`config.mk`:
```
export PLATFORM = sky130hd
export DESIGN_NAME = nibble_serial_subtractor
export DESIGN_NICKNAME = d
export VERILOG_FILES = /design/src/rtl/nibble_serial_subtractor.sv
export SDC_FILE = /design/constraint.sdc
export NUM_CORES = 1
export LEC_CHECK = 0
export ABC_CLOCK_PERIOD_IN_PS = 4400
export BUFFER_PORTS_ARGS = -buffer_cell sky130_fd_sc_hd__buf_4
export CORE_MARGIN = 2
export CORE_UTILIZATION = 45
export DETAILED_ROUTE_END_ITERATION = 10
export MAX_ROUTING_LAYER = met4
export PLACE_DENSITY_LB_ADDON = 0.12
export SYNTH_ARGS = -nofsm -noshare
export SYNTH_HDL_FRONTEND = slang
export SYNTH_SLANG_ARGS = --single-unit
```
`constraint.sdc`:
```
create_clock -name clk -period 4.4 [get_ports clk]
set_input_delay 0 -clock clk [delete_from_list [all_inputs] [get_ports clk]]
set_output_delay 0 -clock clk [all_outputs]
set_load 0.05 [all_outputs]
```
`src/rtl/nibble_serial_subtractor.sv`:
```
// Nibble-serial subtractor: one 4-bit slice per cycle, LSB nibble first, with registered flags.
// Optional add/subtract mode port and behaviour are enabled by defining ADD_MODE_EN.
module nibble_serial_subtractor #(
  parameter int WIDTH = 16
) (
  input  logic             clk,
  input  logic             rst,
  input  logic             start,
`ifdef ADD_MODE_EN
  input  logic             mode,
`endif
  input  logic [WIDTH-1:0] a,
  input  logic [WIDTH-1:0] b,
  output logic             busy,
  output logic             done,
  output logic [WIDTH-1:0] diff,
  output logic             borrow,
  output logic             ovf,
  output logic             zero
);

  localparam int N     = WIDTH / 4;
  localparam int IDX_W = (N > 1) ? $clog2(N) : 1;
  localparam logic [IDX_W-1:0] LAST_IDX = IDX_W'(N - 1);

  typedef enum logic [1:0] {IDLE, RUN, DONE} state_t;

  state_t           state;
  logic [WIDTH-1:0] a_q;
  logic [WIDTH-1:0] b_q;
  logic [IDX_W-1:0] idx;
  logic             carry;
  logic             add_q;

  logic [3:0]       a_nib;
  logic [3:0]       b_nib;
  logic [4:0]       sum;
  logic [WIDTH-1:0] diff_next;
  logic             ovf_next;

`ifdef ADD_MODE_EN
  always_ff @(posedge clk) begin
    if (rst) begin
      add_q <= 1'b0;
    end else if (state == IDLE && start) begin
      add_q <= mode;
    end
  end
`else
  assign add_q = 1'b0;
`endif

  // One slice of the ripple: subtraction is a + ~b with the carry seeded to 1.
  // NOTE: every signal assigned here gets a default first so no latch is inferred.
  always_comb begin
    a_nib     = a_q[{idx, 2'b00} +: 4];
    b_nib     = add_q ? b_q[{idx, 2'b00} +: 4] : ~b_q[{idx, 2'b00} +: 4];
    sum       = {1'b0, a_nib} + {1'b0, b_nib} + {4'b0000, carry};
    diff_next = diff;
    diff_next[{idx, 2'b00} +: 4] = sum[3:0];
    ovf_next  = (add_q ? (a_q[WIDTH-1] == b_q[WIDTH-1])
                       : (a_q[WIDTH-1] != b_q[WIDTH-1]))
                && (sum[3] != a_q[WIDTH-1]);
  end

  // NOTE: sequential state uses non-blocking assignments so all registers update together.
  always_ff @(posedge clk) begin
    if (rst) begin
      state  <= IDLE;
      a_q    <= '0;
      b_q    <= '0;
      idx    <= '0;
      carry  <= 1'b0;
      busy   <= 1'b0;
      done   <= 1'b0;
      diff   <= '0;
      borrow <= 1'b0;
      ovf    <= 1'b0;
      zero   <= 1'b0;
    end else begin
      case (state)
        IDLE: begin
          done <= 1'b0;
          if (start) begin
            a_q   <= a;
            b_q   <= b;
            idx   <= '0;
`ifdef ADD_MODE_EN
            carry <= ~mode;
`else
            carry <= 1'b1;
`endif
            busy  <= 1'b1;
            state <= RUN;
          end
        end
        RUN: begin
          diff  <= diff_next;
          carry <= sum[4];
          idx   <= idx + IDX_W'(1);
          // Flags are only published together with the final slice.
          if (idx == LAST_IDX) begin
            borrow <= add_q ? sum[4] : ~sum[4];
            ovf    <= ovf_next;
            zero   <= (diff_next == '0);
            done   <= 1'b1;
            state  <= DONE;
          end
        end
        DONE: begin
          done  <= 1'b0;
          busy  <= 1'b0;
          state <= IDLE;
        end
        default: begin
          busy  <= 1'b0;
          done  <= 1'b0;
          state <= IDLE;
        end
      endcase
    end
  end

endmodule

```
# ---- Yosys cells after proc, flatten, opt, wreduce, memory -nomap -nowiden
# Index checks and enable logic that the tools add are counted.
dict set report word_totals {
  word_cells 47
  reg_bits 58
  in_bits 35
  output_inout_bits 21
}
dict set report op_classes {
  eq_ne 6
  n_shift 4
  muxes 9
  addsub 4
  bitwise_logic 3
  n_reduce_logical 10
}
# operator n
set op_table {}
lappend op_table {{$shiftx 16x5->4} 2}
lappend op_table {{$bwmux 16} 1}
lappend op_table {{$logic_not 16->1} 1}
lappend op_table {{$shift 4x6->16 const A} 1}
lappend op_table {{$shiftx 4x6->16} 1}
lappend op_table {{$reduce_and 2->1} 5}
lappend op_table {{$pmux 2 s2} 2}
lappend op_table {{$mux 2} 3}
lappend op_table {{$neg 4->6} 1}
lappend op_table {{$add 4x4->5} 1}
lappend op_table {{$add 5x1->5} 1}
lappend op_table {{$ne 2x2->1 const B} 2}
lappend op_table {{$not 4->4} 1}
lappend op_table {{$pmux 1 s2} 2}
lappend op_table {{$add 2x1->2 const B} 1}
lappend op_table {{$eq 2x1->1 const B} 1}
lappend op_table {{$eq 2x2->1 const B} 1}
lappend op_table {{$logic_not 2->1} 1}
lappend op_table {{$ne 1x1->1} 2}
lappend op_table {{$not 1->1} 2}
lappend op_table {{$reduce_bool 2->1} 1}
lappend op_table {{$reduce_or 2->1} 1}
lappend op_table {{$logic_and 1x1->1} 1}
lappend op_table {{$mux 1} 1}

# ---- Depth between registers and ports, before layout
# Gate-level depths: netlist (run 1).
dict set report logic_depth {
  ltp_word 7
  depth_mapped 10
  mapped_depth_nobuf 9
}

# ---- Worst setup path before layout (run 1)
# No wires, ideal clock.
dict set report synth_timing {
  path_type {reg-to-reg}
  startpoint {register idx[0]}
  endpoint {register zero}
  arrival_ns 2.512
  path_buffers 1
  period_less_slack_ns 2.581
  path_slack_ns 1.819
  stages_incl_launch_ff 9
  setup_time_ns 0.069
  required_time_ns 4.331
  cell_sequence {dfxtp_1 > buf_6 > mux4_2 > fa_1 > inv_1 > fa_1 > a211oi_1 > o211ai_1 > o21ai_1}
}
dict set report synth_via {
  elab_chain_cells 7
  elab_cells_between_ends 12
  cone_classes {3 x add/sub; 1 x eq/ne; 4 x shift; 1 x mux; 1 x bitwise; 2 x reduce/logical}
}
# item line_no
set synth_rtl {}
lappend synth_rtl {{start: declaration} 31} ;# logic [IDX_W-1:0] idx;
lappend synth_rtl {{start signal: assignment} 100} ;# idx <= idx + IDX_W'(1);
lappend synth_rtl {{$shiftx 16x5->4} 57} ;# b_nib = add_q ? b_q[{idx, 2'b00} +: 4] : ~b_q[{idx, 2'b00} +: 4];
lappend synth_rtl {{$not 4->4} 57}
lappend synth_rtl {{$add 4x4->5} 58} ;# sum = {1'b0, a_nib} + {1'b0, b_nib} + {4'b0000, carry};
lappend synth_rtl {{$add 5x1->5} 58}
lappend synth_rtl {{$shiftx 4x6->16} 60} ;# diff_next[{idx, 2'b00} +: 4] = sum[3:0];
lappend synth_rtl {{$bwmux 16} 60}
lappend synth_rtl {{$logic_not 16->1} 105} ;# zero <= (diff_next == '0);
lappend synth_rtl {{end signal: assignment} 105}
lappend synth_rtl {{end: declaration} 19} ;# output logic zero
# Parallel ways exist; a longest one is shown, timed or not.
# A chain may end at the register's enable or synchronous reset.

# ---- Final worst setup path (run 1)
# Same ends and word-level chain as after synthesis.

==> results of run 1 <==
[layout make-up]
| cell class | instances | area (um2) |
|---|---|---|
| fillers | 496 | 1990 |
| multi-input cells | 210 | 1340 |
| flip-flops and latches | 58 | 1160 |
| repair buffers | 90 | 758 |
| clock buffers | 12 | 155 |
| well taps | 72 | 90.1 |
| inverters | 9 | 33.8 |
| clock inverters | 3 | 15.0 |
[worst register-to-register path, cell delays in order (launching register included)]
cell	delay, ns
dfxtp_1	0.84
mux4_2	0.61
fa_1	0.41
inv_1	0.08
fa_1	0.53
a211oi_1	0.27
o211ai_1	0.12
o21ai_1	0.12
[metal layers]
metal	vias to the layer above	track usage [%]	wire, um
li1	1190	-	-
met1	1067	26.6	2750
met2	66	31.9	2780
met3	10	4.52	304
met4	0	11.9	106
met5	-	-	0
[logic make-up after synthesis]
family	Yosys count	synth area share (%)
compound gates	66	15.7
simple gates	121	21.0
fa+ha+maj	11	5.87
buf+inv	25	4.14
flops	58	44.6
mux	9	7.31
xor+xnor	3	1.30
[sequential cells by signal, indices dropped and copies added, names as in the netlist]
signal	count
ovf	1
idx	2
zero	1
a_q	16
b_q	16
done	1
diff	16
busy	1
borrow	1
carry	1
state	2
[stage by stage]
stage	cells	setup slack, ns
finish	454	1.35
CTS	454	1.32
floorplan	293	1.82
global placement	406	1.41
detailed placement	406	1.33
global route	454	1.05
[cell usage in the layout (no fill, tap or decap), types with 2 or more instances in the layout]
cell type / count
nand2_1: 75
dfxtp_1: 58
buf_4: 57
a21oi_1: 39
dlygate4sd3_1: 33
nor2_1: 24
clkbuf_8: 11
ha_1: 9
mux4_2: 8
inv_1: 8
a22oi_1: 8
a32oi_1: 8
nor4_1: 5
nor3_1: 3
nand3_1: 3
clkinv_2: 3
nor3_2: 2
nand3b_1: 2
nor2b_1: 2
a211oi_1: 2
fa_1: 2
[path summary, 6_finish.rpt]
kind | startpoint | endpoint | slack (ns) | depth (start not counted)
max | idx[0]$_SDFFE_PP0P_ | zero$_SDFFE_PP0P_ | 1.35 | 7
min | rst | diff[3]$_SDFFE_PP0P_ | 0.16 | 2
max reg2reg | idx[0]$_SDFFE_PP0P_ | zero$_SDFFE_PP0P_ | 1.35 | 7
min reg2reg | b_q[13]$_SDFFE_PP0P_ | b_q[13]$_SDFFE_PP0P_ | 0.45 | 2
[power breakdown]
part / internal (W) / leakage (nW) / total (W) / switching [W]
Combinational: 0.000117 / 0.866 / 0.000254 / 0.000137
Clock: 0.000229 / 0.0920 / 0.000423 / 0.000194
Sequential: 0.000551 / 0.474 / 0.000571 / 0.0000200
==> metrics.yaml, run 1 <==
run_status:
  run_status: "finished, final reports clean"
routing:
  drtIter0Drc: 124
  vias: 2333
  drc: 0
  avgViaCountPerCell: 5.14
  ant_nets: 0
  first_pass_iters: 4
  drt-total-wl_um: 5930
  avgRoutedWirePerCell_um: 13.1
synth:
  async_reset_ff_share_pct: 0
  ys_ff_latch: 58
  synth_area_leaders: "dfxtp_1, nand2_1, a21oi_1"
  yosysSeqAreaShare_pct: 44.6
  synth_common_cells: "nand2_1, dfxtp_1, a21oi_1"
  netlist_instances: 293
  synth_edf_count: 0
  ys.flop_type: "dfxtp_1"
  synth_warnings: 0
  synth_top_area_share_pct: 44.6
  synth_cell_types: 39
  mappedNetlistNets: 339
  avgSynthCellArea_um2: 8.88
  yosys.area.top_type: "dfxtp_1"
  synth_most_common_cell: "nand2_1"
  synth_area_um2: 2600
timing:
  setup_viol: 0
  tns_ns: 0
  max_freq_mhz: 328
  fin_crit_ns: 3.05
  finalHoldViolations: 0
  rsz0062_at_grt: "no"
  slew_headroom_pct: 19.5
  hold-worst-slack_ns: 0.157
  worst_slew_pin_slew_ns: 1.21
  finalClockSkew_ns: 0.00562
  report.final.slew_viol_count: 0
  fin_crit_sh_pct: 69.4
placement:
  port_buffers: 55
  gp_congestion: 0.826
  placed_area_um2: 3050
  dp_hpwl_um: 3890
floorplan:
  start_util_pct: 47.0
  die_h_um: 80.0
  io_pins: 56
  num_rows: 27
  dieArea_um2: 6400
  die_w_um: 80.0
  core-area_um2: 5540
finish:
  diodes: 0
  final_area_um2: 3550
  final_layout_size_suffix_gt1_share_pct: 23.0
  postLayoutCoreUtil_pct: 64.1
  areaGrowthSynthToFinish_pct: 36.6
  nets: 424
cts:
  htreeDepth: 3
  cts-root-buf: "clkbuf_8"
  cts_resized: 0
  clkSinkCount: 58
  numCtsBuffers: 9
  cts_tree: "done"
  clk_latency_ns: 0.33
  cts_hold_buf: 33
  cts_buffer_depth: 2
  clkTransAtPathRegs_ns: 0.06
  post-cts-setup-buffers: 0
setup_path:
  worstSetupStartpointType: "flip-flop"
  path_delay_family: "adder cells"
  worstPathArrival_ns: 3.32
  end_kind: "flip-flop"
  slowest_stage: "dfxtp_1"
  cp.required_ns: 4.67
  worst_path_most_repeated_cell: "fa_1"
  crit_type: "flip-flop to flip-flop"
  crit_chain: "mux4_2 > fa_1 > inv_1 > fa_1 > a211oi_1 > o211ai_1 > o21ai_1"
  path_max_fanout: 15
  worstPathBufferInverterCount: 1
  slowest_delay_ns: 0.84
global_routing:
  grtUsageTotal_pct: 21.2
  grt_overflow: 0
  grt_pass1_wl_um: 10100
  grt_pass1_vias: 2185
  grt_start_max_net_pins: 59
  antenna_found_initial: 0
run:
  cap_violations: 0
power:
  total_power_w: 0.00125
  leakagePower_nw: 1.43
  powerDensity_nw_per_um2: 351
  peakVddDrop_v: 0.000210
min_path:
  hold_path_class: "input port to flip-flop"
Power figures use the tool's default switching activity.
==> run 2, diff against run 1 <==
ABC_CLOCK_PERIOD_IN_PS = 3000   (was 4400)
clock period = 3 ns   (was 4.4 ns; I/O delays follow)
==> run 2 against run 1 <==
  * Critical endpoint unchanged
  * Utilization up 1.0 points
  * Worst setup slack lost 0.87 ns
  * Fmax up 21%
  * Non-clock buffer count up 5
==> metrics.yaml, run 2 (same netlist as run 1, synthesis figures left out) <==
timing:
  fin_crit_ns: 2.52  # -0.529 ns
  setup_ws_ns: 0.476  # -0.871 ns
  slew_headroom_pct: 29.2  # +9.8 points
  report.final.slew_viol_count: 0  # unchanged
  finalClockSkew_ns: 0.0101  # +0.00443 ns
  setup_viol: 0  # unchanged
  max_freq_mhz: 396  # +21%
  finalHoldViolations: 0  # unchanged
  fin_crit_sh_pct: 84.1  # +15 points
  tns_ns: 0  # unchanged
  worst_slew_pin_slew_ns: 1.06  # -0.148 ns
  hold-worst-slack_ns: 0.129  # -0.0280 ns
  rsz0062_at_grt: "no"
cts:
  htreeDepth: 3  # unchanged
  numCtsBuffers: 9  # unchanged
  cts_buffer_depth: 2  # unchanged
  cts-root-buf: "clkbuf_8"
  cts_resized: 0  # unchanged
  clkTransAtPathRegs_ns: 0.06  # about the same
  clk_latency_ns: 0.34  # about the same
  clkSinkCount: 58  # unchanged
  cts_tree: "done"
  cts_hold_buf: 33  # unchanged
  post-cts-setup-buffers: 0  # unchanged
min_path:
  hold_path_class: "input port to flip-flop"
placement:
  dp_hpwl_um: 4150  # +6.7%
  port_buffers: 55  # unchanged
  dp_slack_ns: 0.479  # -0.853 ns
  dp.cells: 411  # +1.2%
  gp_congestion: 0.785  # -4.9%
global_routing:
  grt_overflow: 0  # unchanged
  grt_pass1_vias: 2273  # +4.0%
  antenna_found_initial: 0  # unchanged
  grt_pass1_wl_um: 10200  # +1.4%
  grtUsageTotal_pct: 21.4  # +0.18 points
  grt_start_max_net_pins: 59  # unchanged
finish:
  nets: 429  # +1.2%
  layout_common_cells: "nand2_1, buf_4, dfxtp_1"
  fin_cells: 459  # +1.1%
  areaGrowthSynthToFinish_pct: 38.7
  reg_top3: "a_q: 16 flops, b_q: 16 flops, diff: 16 flops"
  final_common_cell: "nand2_1"
  diodes: 0  # unchanged
  postLayoutCoreUtil_pct: 65.1  # +1.0 points
  final_layout_size_suffix_gt1_share_pct: 24.3  # +1.3 points
routing:
  first_pass_iters: 4  # unchanged
  drtIter0Drc: 150  # +21%
  avgRoutedWirePerCell_um: 13.5  # +3.6%
  drc: 0  # unchanged
  vias: 2378  # +1.9%
  ant_nets: 0  # unchanged
  avgViaCountPerCell: 5.18  # +0.82%
  drt-total-wl_um: 6210  # +4.7%
run_status:
  run_status: "finished, final reports clean"
power:
  combPwrFrac_pct: 20.1  # -0.2 points
  p_clk_share_pct: 35.8  # +1.9 points
  leakagePower_nw: 1.47  # +2.4%
  p_int_w: 0.00137  # +52%
  netSwitchingPower_w: 0.000526  # +50%
  peakVddDrop_v: 0.000318  # +51%
  p_seq_share_pct: 44.0  # -1.8 points
  powerDensity_nw_per_um2: 525  # +49%
  switching_share_pct: 27.8  # -0.35 points
floorplan:
  io_pins: 56  # unchanged
  die_h_um: 80.0  # unchanged
  dieArea_um2: 6400  # unchanged
  start_util_pct: 47.0  # unchanged
  die_w_um: 80.0  # unchanged
  num_rows: 27  # unchanged
  core-area_um2: 5540  # unchanged
run:
  cap_violations: 0  # unchanged
setup_path:
  worstSetupStartpointType: "flip-flop"
  crit_type: "flip-flop to flip-flop"
  worstPathArrival_ns: 2.80  # -0.52 ns
  cp.required_ns: 3.28  # -1.39 ns
  path_max_fanout: 7  # -8
  end_kind: "flip-flop"
==> run 2: final cells by class <==
class	count	area (um2)
clock inverters	2	10.0
flip-flops and latches	58	1160
clock buffers	13	179
repair buffers	95	796
multi-input cells	210	1340
inverters	9	33.8
well taps	72	90.1
fillers	491	1930
==> run 2: power groups by stage <==
stage               sequential (W)  combinational [W]  clock [W]
floorplan                 0.000865           0.000225          0
global placement          0.000850           0.000340          0
detailed placement        0.000850           0.000346          0
CTS                       0.000834           0.000381   0.000689
global route              0.000838           0.000418   0.000730
finish                    0.000834           0.000381   0.000679
==> run 2: per-layer routing <==
| metal | up-vias | routed length [um] | GRT usage (%) |
|---|---|---|---|
| met4 | 0 | 142 | 10.5 |
| met2 | 63 | 3000 | 34.2 |
| met3 | 13 | 306 | 4.75 |
| met1 | 1101 | 2760 | 25.6 |
| met5 | - | 0 | - |
| li1 | 1201 | - | - |
==> run 2: through the flow <==
step / area, um2 / power (W)
6_report: 3610 / 0.00189
5_1_grt: 3610 / 0.00199
4_1_cts: 3610 / 0.00190
3_5_place_dp: 3090 / 0.00120
3_3_place_gp: 3090 / 0.00119
2_1_floorplan: 2600 / 0.00109
==> run 2: path summary, 6_finish.rpt <==
path	from	to	slack, ns	cells after the start
max	idx[0]$_SDFFE_PP0P_	zero$_SDFFE_PP0P_	0.48	7
min reg2reg	a_q[6]$_SDFFE_PP0P_	a_q[6]$_SDFFE_PP0P_	0.45	2
min	rst	state[0]$_SDFFE_PP0P_	0.13	2
max reg2reg	idx[0]$_SDFFE_PP0P_	zero$_SDFFE_PP0P_	0.48	7
==> run 2: worst max-delay path, cell delays in order, from the launching register on <==
cell and delay, ns:
dfxtp_1 0.41, mux4_2 0.53, fa_1 0.41, inv_1 0.09
fa_1 0.52, a211oi_1 0.25, o211ai_1 0.12, o21ai_1 0.13
